File: src/rtl/serial_subtractor.sv
// -----------------------------------------------------------------------------
// serial_subtractor
//   Bit-serial WIDTH-bit subtractor: D = A - B (mod 2^WIDTH) with borrow-out Br.
//   One difference bit is produced per clock, LSB first, through a single
//   borrow flip-flop. A start accepted in IDLE captures the operands. The
//   block then spends WIDTH cycles in RUN, followed by a single DONE cycle.
//
//   Optional feature: define SERIAL_SUB_OVF_EN to add the signed-overflow
//   output V. With the macro undefined, V and its MSB capture are absent.
//
// Ports
//   clk      in   1      rising-edge clock
//   reset_n  in   1      asynchronous active-low reset
//   start    in   1      operation request, sampled only in IDLE
//   A        in   WIDTH  minuend, captured on an accepted start
//   B        in   WIDTH  subtrahend, captured on an accepted start
//   busy     out  1      high while the serial loop runs (WIDTH cycles)
//   done     out  1      one-cycle pulse; D/Br (and V) valid from this cycle
//   D        out  WIDTH  registered difference, held until the next completion
//   Br       out  1      registered final borrow (A < B unsigned)
//   V        out  1      registered signed overflow (SERIAL_SUB_OVF_EN only)
// -----------------------------------------------------------------------------
module serial_subtractor #(
    parameter int WIDTH = 4
) (
    input  logic             clk,
    input  logic             reset_n,
    input  logic             start,
    input  logic [WIDTH-1:0] A,
    input  logic [WIDTH-1:0] B,
    output logic             busy,
    output logic             done,
    output logic [WIDTH-1:0] D,
    output logic             Br
`ifdef SERIAL_SUB_OVF_EN
    ,
    output logic             V
`endif
);

    localparam int CNT_W = $clog2(WIDTH) + 1;

    typedef enum logic [1:0] {
        S_IDLE = 2'b00,
        S_RUN  = 2'b01,
        S_DONE = 2'b10
    } state_t;

    state_t           state_q;
    state_t           state_d;

    // The minuend register doubles as the result shift register: each step
    // consumes sa_q[0] and shifts the new difference bit in at the MSB, so
    // after WIDTH steps it holds the assembled difference.
    logic [WIDTH-1:0] sa_q;
    logic [WIDTH-1:0] sb_q;
    logic             bf_q;
    logic [CNT_W-1:0] cnt_q;

    logic             d_bit;
    logic             bf_next;
    logic             last_bit;
    logic             load;

    // One full-subtractor cell: returns {borrow_out, difference}.
    function automatic logic [1:0] full_sub(input logic a, input logic b, input logic bin);
        logic diff;
        logic bout;
        diff = a ^ b ^ bin;
        bout = (~a & b) | (~(a ^ b) & bin);
        return {bout, diff};
    endfunction

    assign {bf_next, d_bit} = full_sub(sa_q[0], sb_q[0], bf_q);
    assign last_bit         = (cnt_q == CNT_W'(WIDTH - 1));
    assign load             = (state_q == S_IDLE) && start;

    assign busy = (state_q == S_RUN);
    assign done = (state_q == S_DONE);

    // State register
    always_ff @(posedge clk or negedge reset_n) begin
        if (!reset_n) begin
            state_q <= S_IDLE;
        end else begin
            state_q <= state_d;
        end
    end

    // Next-state logic
    always_comb begin
        state_d = state_q;
        case (state_q)
            S_IDLE:  if (start)    state_d = S_RUN;
            S_RUN:   if (last_bit) state_d = S_DONE;
            S_DONE:  state_d = S_IDLE;
            default: state_d = S_IDLE;
        endcase
    end

    // Serial datapath: operand shift registers, borrow flip-flop, bit counter
    always_ff @(posedge clk or negedge reset_n) begin
        if (!reset_n) begin
            sa_q  <= '0;
            sb_q  <= '0;
            bf_q  <= 1'b0;
            cnt_q <= '0;
        end else if (load) begin
            sa_q  <= A;
            sb_q  <= B;
            bf_q  <= 1'b0;
            cnt_q <= '0;
        end else if (state_q == S_RUN) begin
            sa_q  <= {d_bit, sa_q[WIDTH-1:1]};
            sb_q  <= {1'b0, sb_q[WIDTH-1:1]};
            bf_q  <= bf_next;
            cnt_q <= cnt_q + CNT_W'(1);
        end
    end

`ifdef SERIAL_SUB_OVF_EN
    // Operand sign bits are consumed by the shift, so they are kept aside
    // for the overflow decision at the final step.
    logic a_msb_q;
    logic b_msb_q;

    always_ff @(posedge clk or negedge reset_n) begin
        if (!reset_n) begin
            a_msb_q <= 1'b0;
            b_msb_q <= 1'b0;
        end else if (load) begin
            a_msb_q <= A[WIDTH-1];
            b_msb_q <= B[WIDTH-1];
        end
    end
`endif

    // Result registers: updated only on the final serial step and held
    // across later starts until the next completion.
    always_ff @(posedge clk or negedge reset_n) begin
        if (!reset_n) begin
            D  <= '0;
            Br <= 1'b0;
`ifdef SERIAL_SUB_OVF_EN
            V  <= 1'b0;
`endif
        end else if ((state_q == S_RUN) && last_bit) begin
            D  <= {d_bit, sa_q[WIDTH-1:1]};
            Br <= bf_next;
`ifdef SERIAL_SUB_OVF_EN
            // d_bit is the result MSB on the final step.
            V  <= (a_msb_q != b_msb_q) & (d_bit != a_msb_q);
`endif
        end
    end

endmodule

File: config.mk
export PLATFORM = sky130hd
export DESIGN_NAME = serial_subtractor
export DESIGN_NICKNAME = d
export VERILOG_FILES = /design/src/rtl/serial_subtractor.sv
export SDC_FILE = /design/constraint.sdc
export NUM_CORES = 1
export LEC_CHECK = 0
export BUFFER_PORTS_ARGS = -buffer_cell sky130_fd_sc_hd__buf_2
export CAP_MARGIN = 40
export CORE_UTILIZATION = 51
export DETAILED_ROUTE_END_ITERATION = 8
export PLACE_DENSITY = 0.75
export SLEW_MARGIN = 25
export SYNTH_ARGS = -nofsm -noshare
export SYNTH_HDL_FRONTEND = slang
export SYNTH_SLANG_ARGS = --single-unit
export TNS_END_PERCENT = 100
File: constraint.sdc
create_clock -name clk -period 1.5 [get_ports clk]
set_input_delay 0 -clock clk [delete_from_list [all_inputs] [get_ports clk]]
set_output_delay 0 -clock clk [all_outputs]
set_load 0.005 [all_outputs]
# After elaboration in Yosys (flattened, before gate mapping)
# Index checks and enable logic that the tools add are counted.
[classes] addsub=1 eq_ne=5 mux=11 bitwise=7 reduce_logical=5
[op_table] op="4-bit 2-to-1 mux" n=4
[op_table] op="3-bit 2-to-1 mux" n=2
[op_table] op="2-bit 2-to-1 mux" n=2
[op_table] op="2-bit case mux with 2 select lines" n=1
[op_table] op="3-bit by 1-bit adder with 3-bit output, second input constant" n=1
[op_table] op="3-bit by 2-bit equality test with 1-bit output, second input constant" n=1
[op_table] op="1-bit AND" n=2
[op_table] op="2-bit by 1-bit equality test with 1-bit output, second input constant" n=1
[op_table] op="2-bit equality test, second input constant" n=1
[op_table] op="1-bit logical AND" n=2
[op_table] op="2-bit zero test" n=1
[op_table] op="1-bit 2-to-1 mux" n=2
[op_table] op="2-bit by 1-bit != test with 1-bit output, second input constant" n=1
[op_table] op="2-bit != test, second input constant" n=1
[op_table] op="1-bit NOT" n=2
[op_table] op="2-bit AND reduction" n=1
[op_table] op="2-bit nonzero test" n=1
[op_table] op="1-bit bitwise XOR" n=2
[op_table] op="1-bit bitwise OR" n=1
[word_totals] register_bits=19 wordCells=36

# Longest topological paths before layout
# Gate-level depths: netlist of the first run.
[depth] ltp_word=6 mapped_depth=5 ltp_nobuf=5

# Worst setup path before layout of the first run
# Ideal clock, no wire load.
[synth_timing] kind="register -> register" start="reg cnt_q[0]" end="reg D[1]" arrival_time_ns=1.230 required_time_ns=1.375 slack_ns=0.145 path_stages_with_launch=5 path_buffers=0 period_less_slack_ns=1.355 path_cell_list="dfrtp_1 ha_1 ha_1 nand3b_2 mux2_2"
[synth_between] elab_chain_cells=2
[synth_lines] element="from (decl)" line_no="58" text="logic [CNT_W-1:0] cnt_q;"
[synth_lines] element="from (signal assigned)" line_no="117" text="cnt_q <= cnt_q + CNT_W'(1);"
[synth_lines] element="3-bit by 2-bit equality test with 1-bit output" line_no="75" text="assign last_bit = (cnt_q == CNT_W'(WIDTH - 1));"
[synth_lines] element="1-bit logical AND" line_no="147" text="end else if ((state_q == S_RUN) && last_bit) begin"
[synth_lines] element="to (signal assigned)" line_no="148" text="D <= {d_bit, sa_q[WIDTH-1:1]};"
[synth_lines] element="to (decl)" line_no="33" text="output logic [WIDTH-1:0] D,"
# No other way between the ends.
# A chain may end at the register's enable or synchronous reset.

# Worst setup path in the final report of the first run
[layout_timing] start="reg cnt_q[0]" end="reg D[2]"
# Same word-level chain as after synthesis.

==> impl_metrics.toml, run 1 <==
[outcome]
status = "finished clean"

[route]
viasPerCell = 5.60
drtIter0Drc = 10
wl_per_cell_um = 14.8
dr.pass1.iters = 4
remaining_drc_errors = 0
wl_um = 1770
via_count = 672
ant_nets = 0

[power]
power_density_nw_per_um2 = 1990
power_leakage_nw = 0.492
ir_drop_mv = 1.23

[hold_path]
hold_path.class = "input port to register"

[floorplan]
ios = 18
die_y_um = 42.8
rows = 14
die-area_um2 = 1830
initial_utilization = 0.556
core_um2 = 1520
die_x_um = 42.8

[clock_tree]
cts_max_path_buffers = 2
cts_max_level = 1
clk_latency_ns = 0.29
post_cts_resized = 0
cts_root_buf = "clkbuf_4"
cts_setup_buffers = 0
cts_sinks = 19
cts_tree = "done"
cts_buffers = 3
clk_pin_slew_ns = 0.10

[finish]
mostFrequentLayoutCell = "dfrtp_1"
final_cell_mix = "dfrtp_1 (19), buf_2 (17), inv_1 (8), nor2_1 (8), o21ai_0 (7)"
nNetsFinal = 119
final_cell_area_um2 = 1040
multi_input_area_um2 = 327
seq_area_um2 = 475
fillCellCount = 118
antennaDiodeCount = 0
drive_gt1_frac = 0.260
area_delta_synth_final_pct = 22.6

[yosys]
synth_warnings = 0
syn_area_um2 = 847
synth_nets = 92
synth-seq-cells = 19
yosysSeqAreaShare = 0.561
synth_cell_type_count = 19
syn_area_per_cell_um2 = 10.9
synthCells = 78

[place]
gp_congestion = 0.767
dpl.hpwl_um = 1300
placed_area_um2 = 952
port_buffers = 17
pre_cts_slack_ns = 0.111

[critical_path]
cp.required_ns = 1.68
max_stage_delay_ns = 0.41
critical_path_class = "register to register"
path_cells = "ha_1 -> ha_1 -> nand3b_2 -> mux2_2"
cp_max_fo = 4
cp_slowest_cell = "dfrtp_1"
crit_arrival_ns = 1.59
cpMostUsedCell = "ha_1"
worst_setup_path_end_kind = "register"
startpoint_type = "register"

[sta]
slew-limit-headroom = 0.699
worst_pin_slew_ns = 0.451
finalHoldViolCount = 0
clock_skew_ns = 0.00408
final_max_slew_viol_count = 0
rsz0062_at_grt = "no"
post-route-period-util = 0.941
fin_crit_ns = 1.41
fin_ws_ns = 0.0883
fin_setup_tns_ns = 0
setup_viol = 0
fmaxAchievable_mhz = 708

[global_route]
grt_pass1_wl_um = 3170
grt_usage = 0.237
grt-ovfl-total = 0
grt_pass1_vias = 743
antenna_found_initial = 0
grt_max_degree = 20

[flow_run]
max_cap_violations = 0
[cells by family (layout without fill, tap and decap cells)]
logic type      after synthesis  after routing  share of synthesized area
compound gates               24             24                      0.188
fa+ha+maj                     3              3                     0.0532
buf+inv                      11             37                     0.0532
flops                        19             19                      0.561
mux                           3              3                     0.0399
simple gates                 18             18                      0.105
[critical path, delay by kind of cell, from the launching register on]
kind | cells | cell delay, ns
fa+ha+maj | 2 | 0.42
mux | 1 | 0.35
flops | 1 | 0.41
simple gates | 1 | 0.13
[area by class of cell]
type / instances / area share
clock buffer: 4 / 0.0253
inverter: 8 / 0.0289
multi-input combinational: 48 / 0.314
sequential: 19 / 0.458
tap: 16 / 0.0193
timing repair buffer: 25 / 0.154
[where the power goes]
group	switching (mW)	internal [mW]	total, mW
registers	0.178	0.756	0.934
clock network	0.145	0.103	0.248
logic	0.467	0.417	0.884
total	0.790	1.28	2.07
[synthesized netlist by cell type (all sizes together)]
| cell | instances | area, um^2 |
|---|---|---|
| nand2b | 2 | 12.5 |
| o31ai | 1 | 7.51 |
| o21bai | 1 | 7.51 |
| nand3b | 1 | 11.3 |
| o22ai | 6 | 37.5 |
| or4b | 1 | 10.0 |
| o21ai | 7 | 35.0 |
| o32ai | 6 | 52.6 |
| dfrtp | 19 | 475 |
| ha | 2 | 25.0 |
| fa | 1 | 20.0 |
| nor2 | 8 | 30.0 |
| inv | 8 | 30.0 |
| buf | 3 | 15.0 |
| nand2 | 5 | 18.8 |
| mux2 | 3 | 33.8 |
| a22o | 1 | 8.76 |
| a21oi | 2 | 10.0 |
| or2 | 1 | 6.26 |
[worst paths after layout]
check / start / end / slack (ns) / depth (start not counted)
worst max-delay path: cnt_q[0] / D[2] / 0.09 / 4
worst min-delay path: A[3] / sa_q[3] / 0.02 / 3
worst max register to register: cnt_q[0] / D[2] / 0.09 / 4
worst min register to register: Br / Br / 0.49 / 2
max in group asynchronous: reset_n / D[1] / 1.04 / 2
min in group asynchronous: reset_n / sb_q[3] / 0.16 / 2
[routing by layer]
| layer | GRT usage | share of wire |
|---|---|---|
| met1 | 0.276 | 0.43 |
| met3 | 0.0255 | 0.030 |
| met2 | 0.427 | 0.52 |
| met5 | 0 | 0 |
| met4 | 0.113 | 0.015 |
[flip-flops by register name (all words and copies together), names as in the netlist]
name	count
sb_q	4
cnt_q	3
Br	1
bf_q	1
D	4
state_q	2
sa_q	4
[per-stage QoR]
step / util / instances / total power [mW] / hold WS [ns]
floorplan: - / 78 / 1.50 / -0.296
global placement: 0.625 / 110 / 1.74 / -0.0420
detailed placement: 0.625 / 110 / 1.82 / -0.0469
CTS: 0.681 / 120 / 2.09 / 0.00888
global route: 0.681 / 120 / 2.24 / 0.0354
finish: 0.681 / 120 / 2.07 / 0.0237
[timing repair]
| action | 4_1_cts | 5_1_grt |
|---|---|---|
| setup endpoints to repair | 0 | 0 |
| hold endpoints to repair | 24 | 0 |
| hold buffers | 6 | 0 |
(Power assumes the default switching activity.)
==> inputs of run 2 (changes only) <==
--- a/config.mk
+++ b/config.mk
@@ -7,9 +7,8 @@
 export LEC_CHECK = 0
 export BUFFER_PORTS_ARGS = -buffer_cell sky130_fd_sc_hd__buf_2
 export CAP_MARGIN = 40
-export CORE_UTILIZATION = 51
+export CORE_UTILIZATION = 30
 export DETAILED_ROUTE_END_ITERATION = 8
-export PLACE_DENSITY = 0.75
 export SLEW_MARGIN = 25
 export SYNTH_ARGS = -nofsm -noshare
 export SYNTH_HDL_FRONTEND = slang
==> run 2 against run 1 <==
Core utilization is 28 points lower. Clock power is 2% lower. Via count is 2.8% lower. Non-clock buffer count shrank 2. Combinational power down 0.6%. Sequential share of layout area up 0.22 points. Die area grew 66%. Final cell count up 10%. Global-route usage is 11 points lower. Clock skew shrank 0.0028 ns. Highest routed layer unchanged.
==> impl_metrics.toml, run 2 (synthesis gave the netlist of run 1 again) <==
[sta]
worst_pin_slew_ns = 0.441
slew-limit-headroom = 0.706
clock_skew_ns = 0.00128
setup_viol = 0
fin_crit_ns = 1.41
fmaxAchievable_mhz = 711
rsz0062_at_grt = "no"
final_max_slew_viol_count = 0
finalHoldViolCount = 0
fin_setup_tns_ns = 0
post-route-period-util = 0.938

[floorplan]
die_x_um = 55.1
ios = 18
die-area_um2 = 3040
rows = 18
initial_utilization = 0.330
die_y_um = 55.1
core_um2 = 2570

[finish]
antennaDiodeCount = 0
top_regs = "D (4), sa_q (4), sb_q (4)"
nNetsFinal = 117
final_cell_mix = "dfrtp_1 (19), buf_2 (17), inv_1 (8), nor2_1 (8), o21ai_0 (7)"
area_delta_synth_final_pct = 22.0
mostFrequentLayoutCell = "dfrtp_1"
fillCellCount = 274
drive_gt1_frac = 0.275

[clock_tree]
cts_max_level = 1
cts_root_buf = "clkbuf_4"
clk_latency_ns = 0.28
cts_setup_buffers = 0
post_cts_resized = 0
cts_buffers = 3
hold_buffers = 3
cts_tree = "done"
cts_sinks = 19
cts_max_path_buffers = 2
clk_pin_slew_ns = 0.10

[place]
gp_congestion = 0.733
port_buffers = 17
dpl.hpwl_um = 1270

[global_route]
grt_pass1_vias = 588
grt_max_degree = 20
grt_usage = 0.126
grt_pass1_wl_um = 2640
grt-ovfl-total = 0
antenna_found_initial = 0

[route]
dr.pass1.iters = 4
viasPerCell = 4.95
ant_nets = 0
wl_met2_um = 813
wl_met3_um = 48
via_count = 653
wl_um = 1670
wl_per_cell_um = 12.6
remaining_drc_errors = 0
top_layer_used = "met4"
drt-met1-wl_um = 791
drtIter0Drc = 9

[power]
power_mw = 2.05
power_leakage_nw = 0.484
ir_drop_mv = 0.975
power_density_nw_per_um2 = 1980

[critical_path]
worst_setup_path_end_kind = "register"
crit_arrival_ns = 1.58
critical_path_class = "register to register"
startpoint_type = "register"
cp.required_ns = 1.67
cp_max_fo = 4

[hold_path]
hold_path.class = "input port to register"

[outcome]
status = "finished clean"

[flow_run]
max_cap_violations = 0
run 2: cell count changes in the layout (fill, tap and decap cells not counted):
| cell | change |
|---|---|
| dlygate4sd3_1 | -3 |
| buf_4 | +1 |
run 2: cell type report:
cell class / count / area [um^2] / share of cell area
clock buffer: 4 / 26.3 / 0.0254
inverter: 8 / 30.0 / 0.0291
sequential: 19 / 475 / 0.460
timing repair buffer: 23 / 138 / 0.133
multi-input combinational: 48 / 327 / 0.316
tap: 30 / 37.5 / 0.0363
run 2: report_power, final:
group / internal (mW) / switching [mW] / leakage, nW
registers: 0.756 / 0.170 / 0.228
logic: 0.425 / 0.454 / 0.241
clock network: 0.103 / 0.141 / 0.0150
run 2: routing by layer:
layer,up-vias,track usage
met5,-,0
met4,0,0.0500
met3,2,0.0164
met2,9,0.199
met1,315,0.176
li1,327,-
run 2: worst paths after layout:
path,start,to,slack (ns),depth (start not counted)
min reg2reg,cnt_q[2],cnt_q[2],0.49,2
max,cnt_q[0],D[3],0.09,4
max in group asynchronous,reset_n,bf_q,1.04,2
min in group asynchronous,reset_n,cnt_q[0],0.17,2
max reg2reg,cnt_q[0],D[3],0.09,4
min,B[1],sb_q[1],0.007,3
run 2: stage by stage:
step | worst slack [ns] | cell area, um^2 | cells | util | hold WS, ns
global route | 0.0305 | 1030 | 132 | 0.403 | 0.00372
floorplan | 0.145 | 847 | 78 | - | -0.296
finish | 0.0926 | 1030 | 132 | 0.403 | 0.00679
CTS | 0.0725 | 1030 | 132 | 0.403 | 0.00191
global placement | 0.149 | 977 | 125 | 0.381 | -0.0377
detailed placement | 0.0960 | 977 | 125 | 0.381 | -0.0364
run 2: critical path: stages, from the launching register on:
cell,delay [ns]
dfrtp_1,0.40
ha_1,0.21
ha_1,0.21
nand3b_2,0.13
mux2_2,0.35
==> inputs of run 3 (changes only) <==
--- a/config.mk
+++ b/config.mk
@@ -6,7 +6,7 @@
 export NUM_CORES = 1
 export LEC_CHECK = 0
 export BUFFER_PORTS_ARGS = -buffer_cell sky130_fd_sc_hd__buf_2
-export CAP_MARGIN = 40
+export CORE_MARGIN = 3
 export CORE_UTILIZATION = 30
 export DETAILED_ROUTE_END_ITERATION = 8
 export SLEW_MARGIN = 25
==> run 3 against run 2 <==
Routed wire length increased by 5.8%. Critical path depth unchanged. Final area increased by 5.0%. Sequential power increased by 0.6%. Critical path type unchanged.
==> impl_metrics.toml, run 3 (synthesis gave the netlist of run 1 again) <==
[critical_path]
cp.required_ns = 1.70
r2r-start = "cnt_q[0]"
rr_endpoint = "D[2]"
cp_max_fo = 4
rrSetupSlack_ns = 0.11
critical_path_class = "register to register"
rr_worst_depth = 4
crit_arrival_ns = 1.59
startpoint_type = "register"
worst_setup_path_end_kind = "register"

[hold_path]
worstHoldPathCells = 4
hold_path_end = "sb_q[3]"
min_from = "start"
hold_path.class = "input port to register"

[clock_tree]
cts_max_level = 1
clk_pin_slew_ns = 0.11
post_cts_resized = 0
cts_setup_buffers = 0
cts_sinks = 19
cts_tree = "done"
hold_buffers = 8
cts_buffers = 3
cts_root_buf = "clkbuf_4"
cts_max_path_buffers = 2
clk_latency_ns = 0.30

[sta]
setup_viol = 0
slew-limit-headroom = 0.712
fin_crit_ns = 1.39
fin_ws_ns = 0.113
final_max_slew_viol_count = 0
finalHoldViolCount = 0
rsz0062_at_grt = "no"
clock_skew_ns = 0.00230
worst_pin_slew_ns = 0.432
fin_setup_tns_ns = 0
post-route-period-util = 0.925
fmaxAchievable_mhz = 721

[power]
power_leakage_nw = 0.508
netSwitchingPower_mw = 0.769
intPower_mw = 1.28
clkPwrFrac = 0.129
ir_drop_mv = 0.791
p_sw_frac = 0.375
power_mw = 2.05
pwr-share-seq = 0.454
power_density_nw_per_um2 = 1890
comb_power_share = 0.417

[route]
wl_per_cell_um = 12.9
viasPerCell = 4.85
drtIter0Drc = 14
wl_met2_um = 855
dr.pass1.iters = 4
wl_met3_um = 60
top_layer_used = "met4"
remaining_drc_errors = 0
drt-met1-wl_um = 814
via_count = 665
ant_nets = 0
wl_um = 1760

[global_route]
grt_max_degree = 20
antenna_found_initial = 0
grt_pass1_wl_um = 3170
grt-ovfl-total = 0
grt_usage = 0.120
grt_pass1_vias = 714

[finish]
top_regs = "D (4), sa_q (4), sb_q (4)"
mostFrequentLayoutCell = "dfrtp_1"
drive_gt1_frac = 0.271
area_delta_synth_final_pct = 28.1
final_cell_mix = "dfrtp_1 (19), buf_2 (17), inv_1 (8), nor2_1 (8), dlygate4sd3_1 (8)"
final_core_util = 0.419
finalNonFillerCells = 137
nNetsFinal = 122
antennaDiodeCount = 0

[place]
dp.cells = 125
port_buffers = 17
pre_cts_slack_ns = 0.121
gp_congestion = 0.754
dpl.hpwl_um = 1260

[outcome]
status = "finished clean"

[floorplan]
initial_utilization = 0.327
rows = 18
die-area_um2 = 3500
ios = 18
die_x_um = 59.1
die_y_um = 59.1
core_um2 = 2590

[flow_run]
max_cap_violations = 0
## run 3: changes by cell type in the layout (fill, tap and decap cells not counted)
cell / delta
dlygate4sd3_1: +5
clkbuf_1: -1
clkinv_2: +1
## run 3: cell type report
cell class	instances	area, um^2
repair buffers	28	188
clock inverters	1	5.00
clock buffers	3	22.5
fillers	255	1510
multi-input cells	48	327
inverters	8	30.0
well taps	30	37.5
flip-flops and latches	19	475
## run 3: how the worst max path moves through the flow
stage	startpoint	endpoint	slack (ns)	cells past startpoint
after CTS	cnt_q[0]	D[3]	0.10	4
final	cnt_q[0]	D[2]	0.11	4
after detailed placement	cnt_q[0]	D[3]	0.12	4
after floorplan	cnt_q[0]	D[1]	0.14	4
after global placement	cnt_q[0]	D[1]	0.15	4
after global routing	state_q[1]	busy	0.008	3
## run 3: metal layers
layer	vias to the layer above	GRT usage
met5	-	0
met4	0	0.0583
met3	4	0.0240
met2	16	0.197
met1	309	0.150
li1	336	-
## run 3: power groups by stage
stage / combinational [mW] / sequential (mW) / clock [mW]
floorplan: 0.595 / 0.905 / 0
global placement: 0.844 / 0.941 / 0
detailed placement: 0.862 / 0.947 / 0
CTS: 0.882 / 0.934 / 0.274
global route: 1.02 / 0.979 / 0.291
finish: 0.855 / 0.932 / 0.265
## run 3: critical path: stages, from the launching register on
cell	delay (ns)
dfrtp_1	0.41
ha_1	0.21
ha_1	0.20
nand3b_2	0.13
mux2_2	0.34
## run 3: stage by stage
step	hold WS, ns	instance area, um^2
after global routing	0.118	1080
after CTS	0.0522	1080
final	0.0579	1080
after detailed placement	-0.0290	977
after global placement	-0.0395	977
after floorplan	-0.296	847
